### config.mk
export PLATFORM = sky130hd
export DESIGN_NAME = npc_unit
export DESIGN_NICKNAME = d
export VERILOG_FILES = /design/src/rtl/npc_unit.sv
export SDC_FILE = /design/constraint.sdc
export NUM_CORES = 1
export LEC_CHECK = 0
export ABC_AREA = 1
export BUFFER_PORTS_ARGS = -buffer_cell sky130_fd_sc_hd__buf_2
export CAP_MARGIN = 5
export CORE_MARGIN = 1.5
export CORE_UTILIZATION = 41
export CTS_CLUSTER_SIZE = 24
export DETAILED_ROUTE_END_ITERATION = 8
export PLACE_DENSITY = 0.74
export SLEW_MARGIN = 25
export SYNTH_ARGS = -nofsm -noshare
export SYNTH_HDL_FRONTEND = slang
export SYNTH_SLANG_ARGS = --single-unit
### constraint.sdc
create_clock -name clk -period 3.25 [get_ports clk]
set_input_delay 0.1625 -clock clk [delete_from_list [all_inputs] [get_ports clk]]
set_output_delay 0.1625 -clock clk [all_outputs]
set_load 0.05 [all_outputs]
### src/rtl/npc_unit.sv
// npc_unit: next-PC selection and fetch PC register with a return-address stack.
//
// Parameters:
//   W          address width (W >= 8)
//   RESET_PC   PC value loaded on reset
//   EXC_VEC    exception entry address
//   RAS_DEPTH  return-address-stack entries (power of two, 2..16)
//
// Ports:
//   clk, reset_n        rising-edge clock, asynchronous active-low reset
//   stall               hold PC and RAS (exc_req / eret still redirect)
//   is_br, br_cond      conditional branch present / condition true
//   is_j, is_jr         absolute jump / register jump
//   jr_is_ra            register jump source is $31 (RAS pop)
//   is_link             instruction writes a return address (RAS push)
//   br_pc, br_off       branch PC and pre-shifted sign-extended offset
//   j_target, jr_target absolute and register jump targets
//   link_addr           return address to push
//   exc_req, eret, epc  exception redirect, exception return and its target
//   pc                  registered fetch PC
//   npc                 combinational next PC
//   ras_top, ras_valid  top RAS entry (0 when empty) and non-empty flag
//   ras_miss            one-cycle pulse after a wrong or empty RAS prediction
//   pc_misalign         pc[1:0] != 0
module npc_unit #(
    parameter int           W         = 32,
    parameter logic [W-1:0] RESET_PC  = 32'h0000_3000,
    parameter logic [W-1:0] EXC_VEC   = 32'h0000_4180,
    parameter int           RAS_DEPTH = 4
) (
    input  logic         clk,
    input  logic         reset_n,
    input  logic         stall,
    input  logic         is_br,
    input  logic         br_cond,
    input  logic         is_j,
    input  logic         is_jr,
    input  logic         jr_is_ra,
    input  logic         is_link,
    input  logic [W-1:0] br_pc,
    input  logic [W-1:0] br_off,
    input  logic [W-1:0] j_target,
    input  logic [W-1:0] jr_target,
    input  logic [W-1:0] link_addr,
    input  logic         exc_req,
    input  logic         eret,
    input  logic [W-1:0] epc,
    output logic [W-1:0] pc,
    output logic [W-1:0] npc,
    output logic [W-1:0] ras_top,
    output logic         ras_valid,
    output logic         ras_miss,
    output logic         pc_misalign
);

    localparam int           PW   = $clog2(RAS_DEPTH);
    localparam logic [PW:0]  FULL = (PW+1)'(RAS_DEPTH);

    logic [W-1:0]  ras_mem [RAS_DEPTH];
    logic [PW-1:0] top_ptr, top_ptr_nx;
    logic [PW:0]   count, count_nx;

    logic          accepted, do_push, do_pop;
    logic          wr_en;
    logic [PW-1:0] wr_addr;
    logic          miss_nx;
    logic          pc_load;

    // Next-PC selection, highest priority first.
    always_comb begin
        // NOTE: every always_comb output gets a default first so no path can infer a latch.
        npc = pc + W'(4);
        if (exc_req)
            npc = EXC_VEC;
        else if (eret)
            npc = epc;
        else if (is_jr)
            npc = jr_target;
        else if (is_j)
            npc = j_target;
        else if (is_br && br_cond)
            npc = br_pc + br_off;
    end

    // Redirects from exceptions and eret are never held off by stall.
    assign pc_load     = !stall || exc_req || eret;
    assign pc_misalign = |pc[1:0];

    assign ras_valid = (count != '0);
    assign ras_top   = ras_valid ? ras_mem[top_ptr] : '0;

    assign accepted = !stall && !exc_req;
    assign do_push  = accepted && is_link;
    assign do_pop   = accepted && is_jr && jr_is_ra;

    // An empty-stack pop is always a misprediction.
    assign miss_nx = do_pop && (!ras_valid || (jr_target != ras_top));

    // RAS pointer/count update and write port.
    always_comb begin
        top_ptr_nx = top_ptr;
        count_nx   = count;
        wr_en      = 1'b0;
        wr_addr    = top_ptr + PW'(1);
        if (exc_req) begin
            count_nx = '0;
        end else if (do_push && do_pop && ras_valid) begin
            // jalr $31,$31: the return just consumed is replaced in place.
            wr_en   = 1'b1;
            wr_addr = top_ptr;
        end else if (do_push) begin
            // Pointer wraps, so a push on a full stack drops the oldest entry.
            wr_en      = 1'b1;
            top_ptr_nx = top_ptr + PW'(1);
            count_nx   = (count == FULL) ? count : count + (PW+1)'(1);
        end else if (do_pop && ras_valid) begin
            top_ptr_nx = top_ptr - PW'(1);
            count_nx   = count - (PW+1)'(1);
        end
    end

    always_ff @(posedge clk or negedge reset_n) begin
        if (!reset_n) begin
            pc       <= RESET_PC;
            top_ptr  <= '0;
            count    <= '0;
            ras_miss <= 1'b0;
        end else begin
            // NOTE: sequential state uses non-blocking assignments so every flop samples pre-edge values.
            if (pc_load)
                pc <= npc;
            top_ptr  <= top_ptr_nx;
            count    <= count_nx;
            ras_miss <= miss_nx;
        end
    end

    // NOTE: stack storage is deliberately not reset; count == 0 already marks every entry invalid.
    always_ff @(posedge clk) begin
        if (wr_en)
            ras_mem[wr_addr] <= link_addr;
    end

endmodule

==> results of run 1 <==
state kept, by name, indices dropped and copies added, names as in the netlist:
register	flops
count	3
pc	32
ras_mem	128
ras_miss	1
top_ptr	2
synth_stat cells, types with 4 or more instances:
| cell type | count | area [µm²] |
|---|---|---|
| nand3_1 | 91 | 455 |
| o22ai_1 | 16 | 100 |
| nor2_2 | 6 | 37.5 |
| nand2_1 | 522 | 1960 |
| xnor2_1 | 7 | 61.3 |
| buf_6 | 5 | 56.3 |
| nor2_1 | 223 | 837 |
| or2_2 | 4 | 25.0 |
| clkbuf_1 | 21 | 78.8 |
| nor3_1 | 14 | 70.1 |
| xor2_1 | 21 | 184 |
| buf_2 | 20 | 100 |
| inv_1 | 218 | 818 |
| dfrtp_1 | 36 | 901 |
| a21oi_1 | 96 | 480 |
| a21oi_2 | 6 | 52.6 |
| nor3_2 | 5 | 50.1 |
| inv_2 | 7 | 26.3 |
| o21ai_0 | 92 | 460 |
| o21ai_1 | 59 | 295 |
| ha_1 | 32 | 400 |
| edfxtp_1 | 128 | 3840 |
| nor2_4 | 4 | 45.0 |
| nand4_1 | 11 | 68.8 |
| buf_4 | 9 | 67.6 |
kinds of logic after synthesis:
family / Yosys count / share of synthesized area (%)
and+or+nand+nor: 896 / 30.8
buffers and inverters: 287 / 9.97
DFF: 166 / 40.3
adders and majority gates: 34 / 3.70
xor gates and xnor gates: 28 / 2.06
AOI/OAI and AO/OA: 291 / 13.1
per-stage QoR:
stage | setup WS [ps] | instance area [µm²] | setup TNS, ps | hold slack (ps) | util, %
floorplan | -17.8 | 11900 | -1140 | -133 | -
global placement | 575 | 13700 | 0 | 350 | 48.0
detailed placement | 579 | 13700 | 0 | 360 | 48.0
CTS | 290 | 14700 | 0 | 87.5 | 51.2
global route | 46.6 | 14700 | 0 | 94.8 | 51.2
finish | 235 | 14700 | 0 | 102 | 51.2
cell type report:
type | instances | area share (%)
clock inverters | 15 | 1.09
clock buffers | 17 | 2.90
inverters | 228 | 5.84
repair buffers | 353 | 13.8
multi-input cells | 1249 | 40.4
flip-flops and latches | 166 | 32.7
diodes | 1 | 0.0171
well taps | 384 | 3.28
where the power goes:
| group | total, µW | switching [µW] | internal, µW |
|---|---|---|---|
| clock | 2020 | 932 | 1090 |
| combinational | 4330 | 3200 | 1130 |
| sequential | 2620 | 148 | 2470 |
worst reg2reg max path, delay by kind of cell, from the launching register on:
| kind | cells | cell delay [ps] |
|---|---|---|
| AND/OR/NAND/NOR | 7 | 740 |
| buffers and inverters | 2 | 560 |
| AO/OA/AOI/OAI | 3 | 500 |
| flip-flops | 1 | 660 |
routing by layer:
layer	GRT usage (%)	routed length [µm]
met1	36.2	17200
met2	49.2	21100
met3	5.37	3950
met4	12.0	1810
met5	0	42
worst min-delay path by stage:
stage | start | to | slack [ps] | depth (start not counted)
floorplan | reset_n | count[0]$_DFFE_PN0P_ | -130 | 0
global placement | reset_n | pc[30]$_DFFE_PN0P_ | 350 | 1
detailed placement | reset_n | pc[22]$_DFFE_PN0P_ | 360 | 1
CTS | epc[7] | pc[7]$_DFFE_PN0P_ | 90 | 3
global route | epc[7] | pc[7]$_DFFE_PN0P_ | 90 | 3
finish | epc[7] | pc[7]$_DFFE_PN0P_ | 100 | 3
==> impl_metrics.toml, run 1 <==
[worst_setup_path]
path_cells = "inv_1 -> nor3_1 -> nand2_1 -> nor2_1 -> nand2_1 -> nand2_1 -> nand2_1 -> a21oi_1 -> nand2_1 -> nand2_1 -> nand2_1 -> a21oi_1 -> buf_2"
slowest_delay_ps = 500
cp_slowest_cell = "dfrtp_1"
r2r_start = "top_ptr[0]$_DFFE_PN0P_"
reg2reg_to = "ras_miss$_DFF_PN0_"
critPathCaptureType = "output port"
critPathRequiredTime_ps = 3090
crit_buf_inv = 2
cp.depth = 13
arrival_ps = 2850
reg2regPathDepth = 12
endpoint = "npc[26]"
startpoint = "pc[23]$_DFFE_PN0P_"
cp_common_cell = "nand2_1"
r2r_slack_ps = 680
cp_top_family = "simple AND/OR/NAND/NOR gates"
crit_path_max_fanout = 6
path_class = "flip-flop to output port"
cp-start-kind = "flip-flop"

[finish]
multiInputGateArea_um2 = 5930
layout_commonest_cell = "nand2_1"
seqCellArea_um2 = 4800
drive_above_1_share_pct = 19.5
syn_to_final_growth_pct = 23.3
fillers = 2836
final_cell_mix = "nand2_1 (522), buf_2 (301), nor2_1 (219)"
finalNonFillerCells = 2413
nNetsFinal = 2252

[power_and_ir_drop]
power_uw = 8970
power_density_nw_per_um2 = 611
ir_drop_mv = 0.759
leakage_uw = 0.00726

[floorplan]
start_util_pct = 41.6
chipHeight_um = 173
num_rows = 62
fp.dieW_um = 173
core_um2 = 28600
io_pins = 302
die-area_um2 = 30000

[placement]
gp_congestion = 0.976
numPortBuffers = 301
numPlacedInstances = 2347
dp_hpwl_um = 33800

[logic_synthesis]
ys_seq_area_share_pct = 40.3
synth_edf_count = 128
synth_fp_nets = 1939
synth.avg_cell_area_um2 = 6.99
synthCells = 1702
synthFlopType = "edfxtp_1"
synth_seq_cells = 166
ys_async_sr_fraction_pct = 22.9
yosysWarnings = 0
netlist_area_um2 = 11900
synthDistinctLibCells = 53

[routing]
finalWirelength_um = 44100
drc = 0
drt_iter0_markers = 1151
ant_nets = 0
viasPerCell = 5.32
firstDrtPassIters = 5
vias = 12829
avgRoutedWirePerCell_um = 18.3

[clocking]
clk_path_buf_depth = 2
cts_made_buffers = 17
cts_hold_buffers = 33
clockRootBuffer = "clkbuf_16"
cts_tree = "done"
clk_pin_slew_ps = 70
postCtsSetupRepairBufs = 0
post_cts_resized = 0
clock_latency_ps = 420
htree_levels = 4
cts.sinks = 166

[sta]
fin_skew_ps = 9.68
period_needed_ps = 3010
setup_viol = 0
fmax_ghz = 0.332
slew_headroom_pct = 36.2
slew_viol_final = 0
worstMarginPinSlew_ps = 956
rsz0062_at_grt = "false"
hold_viol = 0
finalCritPeriodShare_pct = 92.8

[min_path]
hp-class = "input port to flip-flop"

[global_routing]
grt_pass1_vias = 12324
grtUsageTotal_pct = 28.9
antenna_found_initial = 4
grt_pass1_wl_um = 67100
grt_max_degree = 48
grt.overflow.total = 0

[run]
drv_cap = 0

[status]
status = "complete, no violations"
No activity file was read; power rests on OpenSTA's default activity.
==> run 2, diff against run 1 <==
- RECOVER_POWER: default -> 25
==> run 2 against run 1 <==
  * Routed wire length is essentially flat
  * Maximum frequency shrank 0.57%
  * Via count decreased by 0.14%
  * Global-route usage did not move
  * Largest power group unchanged
==> impl_metrics.toml, run 2 (synthesis gave the netlist of run 1 again) <==
[worst_setup_path]
slowest_delay_ps = 500
r2r_start = "top_ptr[0]$_DFFE_PN0P_"
cp_top_family = "simple AND/OR/NAND/NOR gates"
path_class = "flip-flop to output port"
cp_common_cell = "nand2_1"
crit_buf_inv = 2
r2r_slack_ps = 710
path_cells = "inv_1 -> nor3_1 -> nand2_1 -> nor2_1 -> nand2_1 -> nand2_1 -> nand2_1 -> a21oi_1 -> nand2_1 -> nand2_1 -> nand2_1 -> a21oi_1 -> buf_2"
crit_path_max_fanout = 6
cp_slowest_cell = "dfrtp_1"
reg2regPathDepth = 14
critPathRequiredTime_ps = 3090
arrival_ps = 2870
reg2reg_to = "ras_miss$_DFF_PN0_"
cp-start-kind = "flip-flop"
critPathCaptureType = "output port"

[sta]
worstMarginPinSlew_ps = 955
finalCritPeriodShare_pct = 93.3
fmax_ghz = 0.330
fin_skew_ps = 10.0
fin_ws_ps = 218
fin_hold_ws_ps = 100
hold_viol = 0
slew_headroom_pct = 36.3
final.setup.tns_ps = 0
setup_viol = 0
slew_viol_final = 0
period_needed_ps = 3030
rsz0062_at_grt = "false"

[clocking]
clockRootBuffer = "clkbuf_16"
cts_tree = "done"
clk_path_buf_depth = 2
clock_latency_ps = 430
post_cts_resized = 0
cts.sinks = 166
clk_pin_slew_ps = 80
cts_made_buffers = 17
htree_levels = 4

[finish]
reg_top3 = "ras_mem: 128 flops, pc: 32 flops, count: 3 flops"
drive_above_1_share_pct = 18.2
nNetsFinal = 2252
top_register = "ras_mem"
layout_commonest_cell = "nand2_1"
design_area_um2 = 14600
final_cell_mix = "nand2_1 (522), buf_2 (274), nor2_1 (219)"
largest_reg_flops = 128
syn_to_final_growth_pct = 23.0

[placement]
numPortBuffers = 301
pre_cts_ws_ps = 579
dpl_cell_area_um2 = 13700
dp_hpwl_um = 33800
gp_congestion = 0.976

[floorplan]
num_rows = 62
fp.dieW_um = 173
chipHeight_um = 173
start_util_pct = 41.6
core_um2 = 28600
io_pins = 302
die-area_um2 = 30000

[run]
drv_cap = 0

[power_and_ir_drop]
p_seq_share_pct = 29.2
p_int_uw = 4680
switching_share_pct = 47.7
comb_power_share_pct = 48.2
ir_drop_mv = 0.757
leakage_uw = 0.00718
clkPwrFrac_pct = 22.6
p_sw_uw = 4280
power_density_nw_per_um2 = 612

[global_routing]
grt_pass1_vias = 12324
antenna_found_initial = 4
grt.overflow.total = 0
grtUsageTotal_pct = 28.9
grt_max_degree = 48
grt_pass1_wl_um = 67100

[routing]
vias = 12811
viasPerCell = 5.31
drt_iter0_markers = 1141
drc = 0
avgRoutedWirePerCell_um = 18.3
firstDrtPassIters = 5
finalWirelength_um = 44100
ant_nets = 0

[min_path]
min_delay_path_depth = 3
hp-class = "input port to flip-flop"
hold_path_end = "pc[7]$_DFFE_PN0P_"
hp-start = "epc[7]"

[status]
status = "complete, no violations"
==> run 2: cell count changes in the layout (fill, tap and decap cells not counted), sizes merged <==
cell    delta
clkbuf    +27
buf       -27
==> run 2: worst max path at each step <==
stage                              start                      end  cells past startpoint
finish                pc[23]$_DFFE_PN0P_                  npc[26]                     13
global route          pc[25]$_DFFE_PN0P_                  npc[26]                     13
CTS                   pc[22]$_DFFE_PN0P_                  npc[26]                     13
detailed placement              br_pc[0]                  npc[24]                     16
global placement                br_pc[8]                  npc[11]                     12
floorplan           count[1]$_DFFE_PN0P_  ras_mem[1][0]$_DFFE_PP_                      7
==> run 2: final cells by class <==
cell class | instances | area, µm²
Fill cell | 2852 | 14000
Multi-Input combinational cell | 1249 | 5930
Sequential cell | 166 | 4800
Timing Repair Buffer | 353 | 1980
Inverter | 228 | 856
Tap cell | 384 | 480
Clock buffer | 17 | 425
Clock inverter | 15 | 160
Antenna cell | 1 | 2.50
==> run 2: stage by stage <==
step	util (%)	std cells	total power, µW
after floorplan	-	1702	5700
after global placement	48.0	2347	6800
after detailed placement	48.0	2347	6870
after CTS	51.2	2412	8920
after global routing	51.1	2412	9410
final	51.1	2413	8960
==> run 2: power groups by stage <==
stage	sequential [µW]	combinational (µW)	clock, µW
finish	2620	4320	2030
global route	2630	4660	2120
CTS	2610	4270	2040
detailed placement	2660	4210	0
global placement	2650	4150	0
floorplan	2720	2980	0
==> run 2: layer usage <==
metal	GRT usage [%]	up-vias	wire length, µm
met1	36.2	5898	17400
met3	5.37	102	3830
met5	0	-	40
li1	-	6126	-
met4	12.0	6	1750
met2	49.2	679	21100
==> run 2: what timing repair did <==
| item | in CTS | in global routing |
|---|---|---|
| hold endpoints to repair | 164 | 0 |
| hold buffers | 33 | 0 |
| buffers inserted | 0 | 0 |
==> run 2: worst min-delay path, cell delays in order <==
cell     delay, ps
buf_2           90
a21oi_1         80
a31oi_1        150
==> run 3, diff against run 2 <==
- PLACE_DENSITY: 0.74 -> default
- PLACE_DENSITY_LB_ADDON: default -> 0.08
==> run 3 against run 2 <==
  * First-iteration DRC count fell by 27%
  * Total power shrank 1.4%
  * Flip-flop and latch count stayed put
  * Count of clock-buffer cells in the layout is the same
  * Die area stayed put
  * Worst setup slack better by 40 ps
  * Largest cell class unchanged
==> impl_metrics.toml, run 3 (synthesis gave the netlist of run 1 again) <==
[sta]
period_needed_ps = 2990
final.setup.tns_ps = 0
fmax_ghz = 0.334
worstMarginPinSlew_ps = 883
hold_viol = 0
fin_hold_ws_ps = 72.8
slew_headroom_pct = 41.1
slew_viol_final = 0
fin_skew_ps = 13.6
rsz0062_at_grt = "false"
setup_viol = 0
finalCritPeriodShare_pct = 92.1

[routing]
ant_nets = 0
wl_met1_um = 17800
finalWirelength_um = 42600
firstDrtPassIters = 5
viasPerCell = 5.13
routed.top_layer = "met5"
vias = 12404
drc = 0
avgRoutedWirePerCell_um = 17.6
drt_iter0_markers = 837
dr_wl_met2_um = 21300
wl_met3_um = 2130

[global_routing]
grtUsageTotal_pct = 28.0
grt_pass1_vias = 11718
grt_max_degree = 67
grt_pass1_wl_um = 64600
antenna_found_initial = 7
grt.overflow.total = 0

[finish]
finish.utilization_pct = 51.2
final_cell_mix = "nand2_1 (522), buf_2 (271), nor2_1 (219)"
top_register = "ras_mem"
layout_commonest_cell = "nand2_1"
largest_reg_flops = 128
reg_top3 = "ras_mem: 128 flops, pc: 32 flops, count: 3 flops"
syn_to_final_growth_pct = 23.2
nNetsFinal = 2252
drive_above_1_share_pct = 18.1

[worst_setup_path]
slowest_delay_ps = 420
critPathRequiredTime_ps = 3090
cp_top_family = "simple AND/OR/NAND/NOR gates"
cp-start-kind = "flip-flop"
cp_slowest_cell = "dfrtp_1"
path_cells = "ha_1 -> nand2_1 -> nor2_4 -> nand3_4 -> nor2_4 -> nand3_1 -> nand2_1 -> nand2_1 -> a21oi_1 -> nand2_1 -> nand2_1 -> nand2_1 -> a21boi_1 -> buf_2"
crit_buf_inv = 1
critPathCaptureType = "output port"
crit_path_max_fanout = 6
cp_common_cell = "nand2_1"
path_class = "flip-flop to output port"
arrival_ps = 2830

[clocking]
clk_pin_slew_ps = 70
clock_latency_ps = 430
postCtsSetupRepairBufs = 0
clk_path_buf_depth = 2
cts.sinks = 166
htree_levels = 4
cts_made_buffers = 17
cts_hold_buffers = 33
clockRootBuffer = "clkbuf_16"
post_cts_resized = 0
cts_tree = "done"

[floorplan]
die-area_um2 = 30000
num_rows = 62
start_util_pct = 41.6
fp.dieW_um = 173
io_pins = 302
core_um2 = 28600
chipHeight_um = 173

[power_and_ir_drop]
leakage_uw = 0.00719
ir_drop_mv = 0.601
power_uw = 8830
power_density_nw_per_um2 = 603

[min_path]
hp-class = "input port to flip-flop"

[placement]
gp_congestion = 0.910
numPortBuffers = 301
dp_hpwl_um = 32900

[run]
drv_cap = 0

[status]
status = "complete, no violations"
[run 3: changes by cell type in the layout (fill, tap and decap cells not counted), sizes merged]
| cell | previous run | this run |
|---|---|---|
| clkbuf | 44 | 46 |
| bufinv | 1 | 0 |
| inv | 234 | 231 |
| buf | 293 | 291 |
| diode | 1 | 5 |
| clkinvlp | 1 | 0 |
| clkinv | 7 | 12 |
[run 3: routing by layer]
layer	up-vias	GRT usage (%)
li1	6119	-
met3	76	3.03
met2	392	49.6
met4	4	10.8
met1	5813	35.0
met5	-	0
[run 3: layout make-up]
class	count	area, µm²
timing repair buffer	353	2000
sequential	166	4800
clock inverter	15	159
fill	2965	14000
tap	384	480
clock buffer	17	425
inverter	228	856
multi-input combinational	1249	5930
antenna	5	12.5
[run 3: tightest hold or removal path, delay by kind of cell]
| family | cells | cell delay [ps] |
|---|---|---|
| compound gates | 2 | 220 |
| buf+inv | 1 | 80 |
[run 3: through the flow]
stage,area (µm²),worst slack (ps),cells
after detailed placement,13800,592,2347
after global routing,14700,78.7,2416
after CTS,14700,229,2412
after floorplan,11900,-17.8,1702
final,14700,258,2417
after global placement,13800,623,2347
[run 3: report_power, final]
part	switching, µW	leakage, µW	internal [µW]
Clock	934	0.000289	1030
Combinational	3150	0.00527	1120
Sequential	132	0.00163	2470
[run 3: path summary, 6_finish.rpt]
| kind | startpoint | endpoint | slack [ps] | cells past startpoint |
|---|---|---|---|---|
| max in group asynchronous | reset_n | top_ptr[0]$_DFFE_PN0P_ | 2570 | 2 |
| hold reg to reg | pc[12]$_DFFE_PN1P_ | pc[12]$_DFFE_PN1P_ | 540 | 2 |
| setup reg to reg | top_ptr[0]$_DFFE_PN0P_ | ras_miss$_DFF_PN0_ | 760 | 9 |
| setup / recovery | pc[2]$_DFFE_PN0P_ | npc[20] | 260 | 14 |
| min in group asynchronous | reset_n | pc[2]$_DFFE_PN0P_ | 260 | 2 |
| hold / removal | epc[7] | pc[7]$_DFFE_PN0P_ | 70 | 3 |
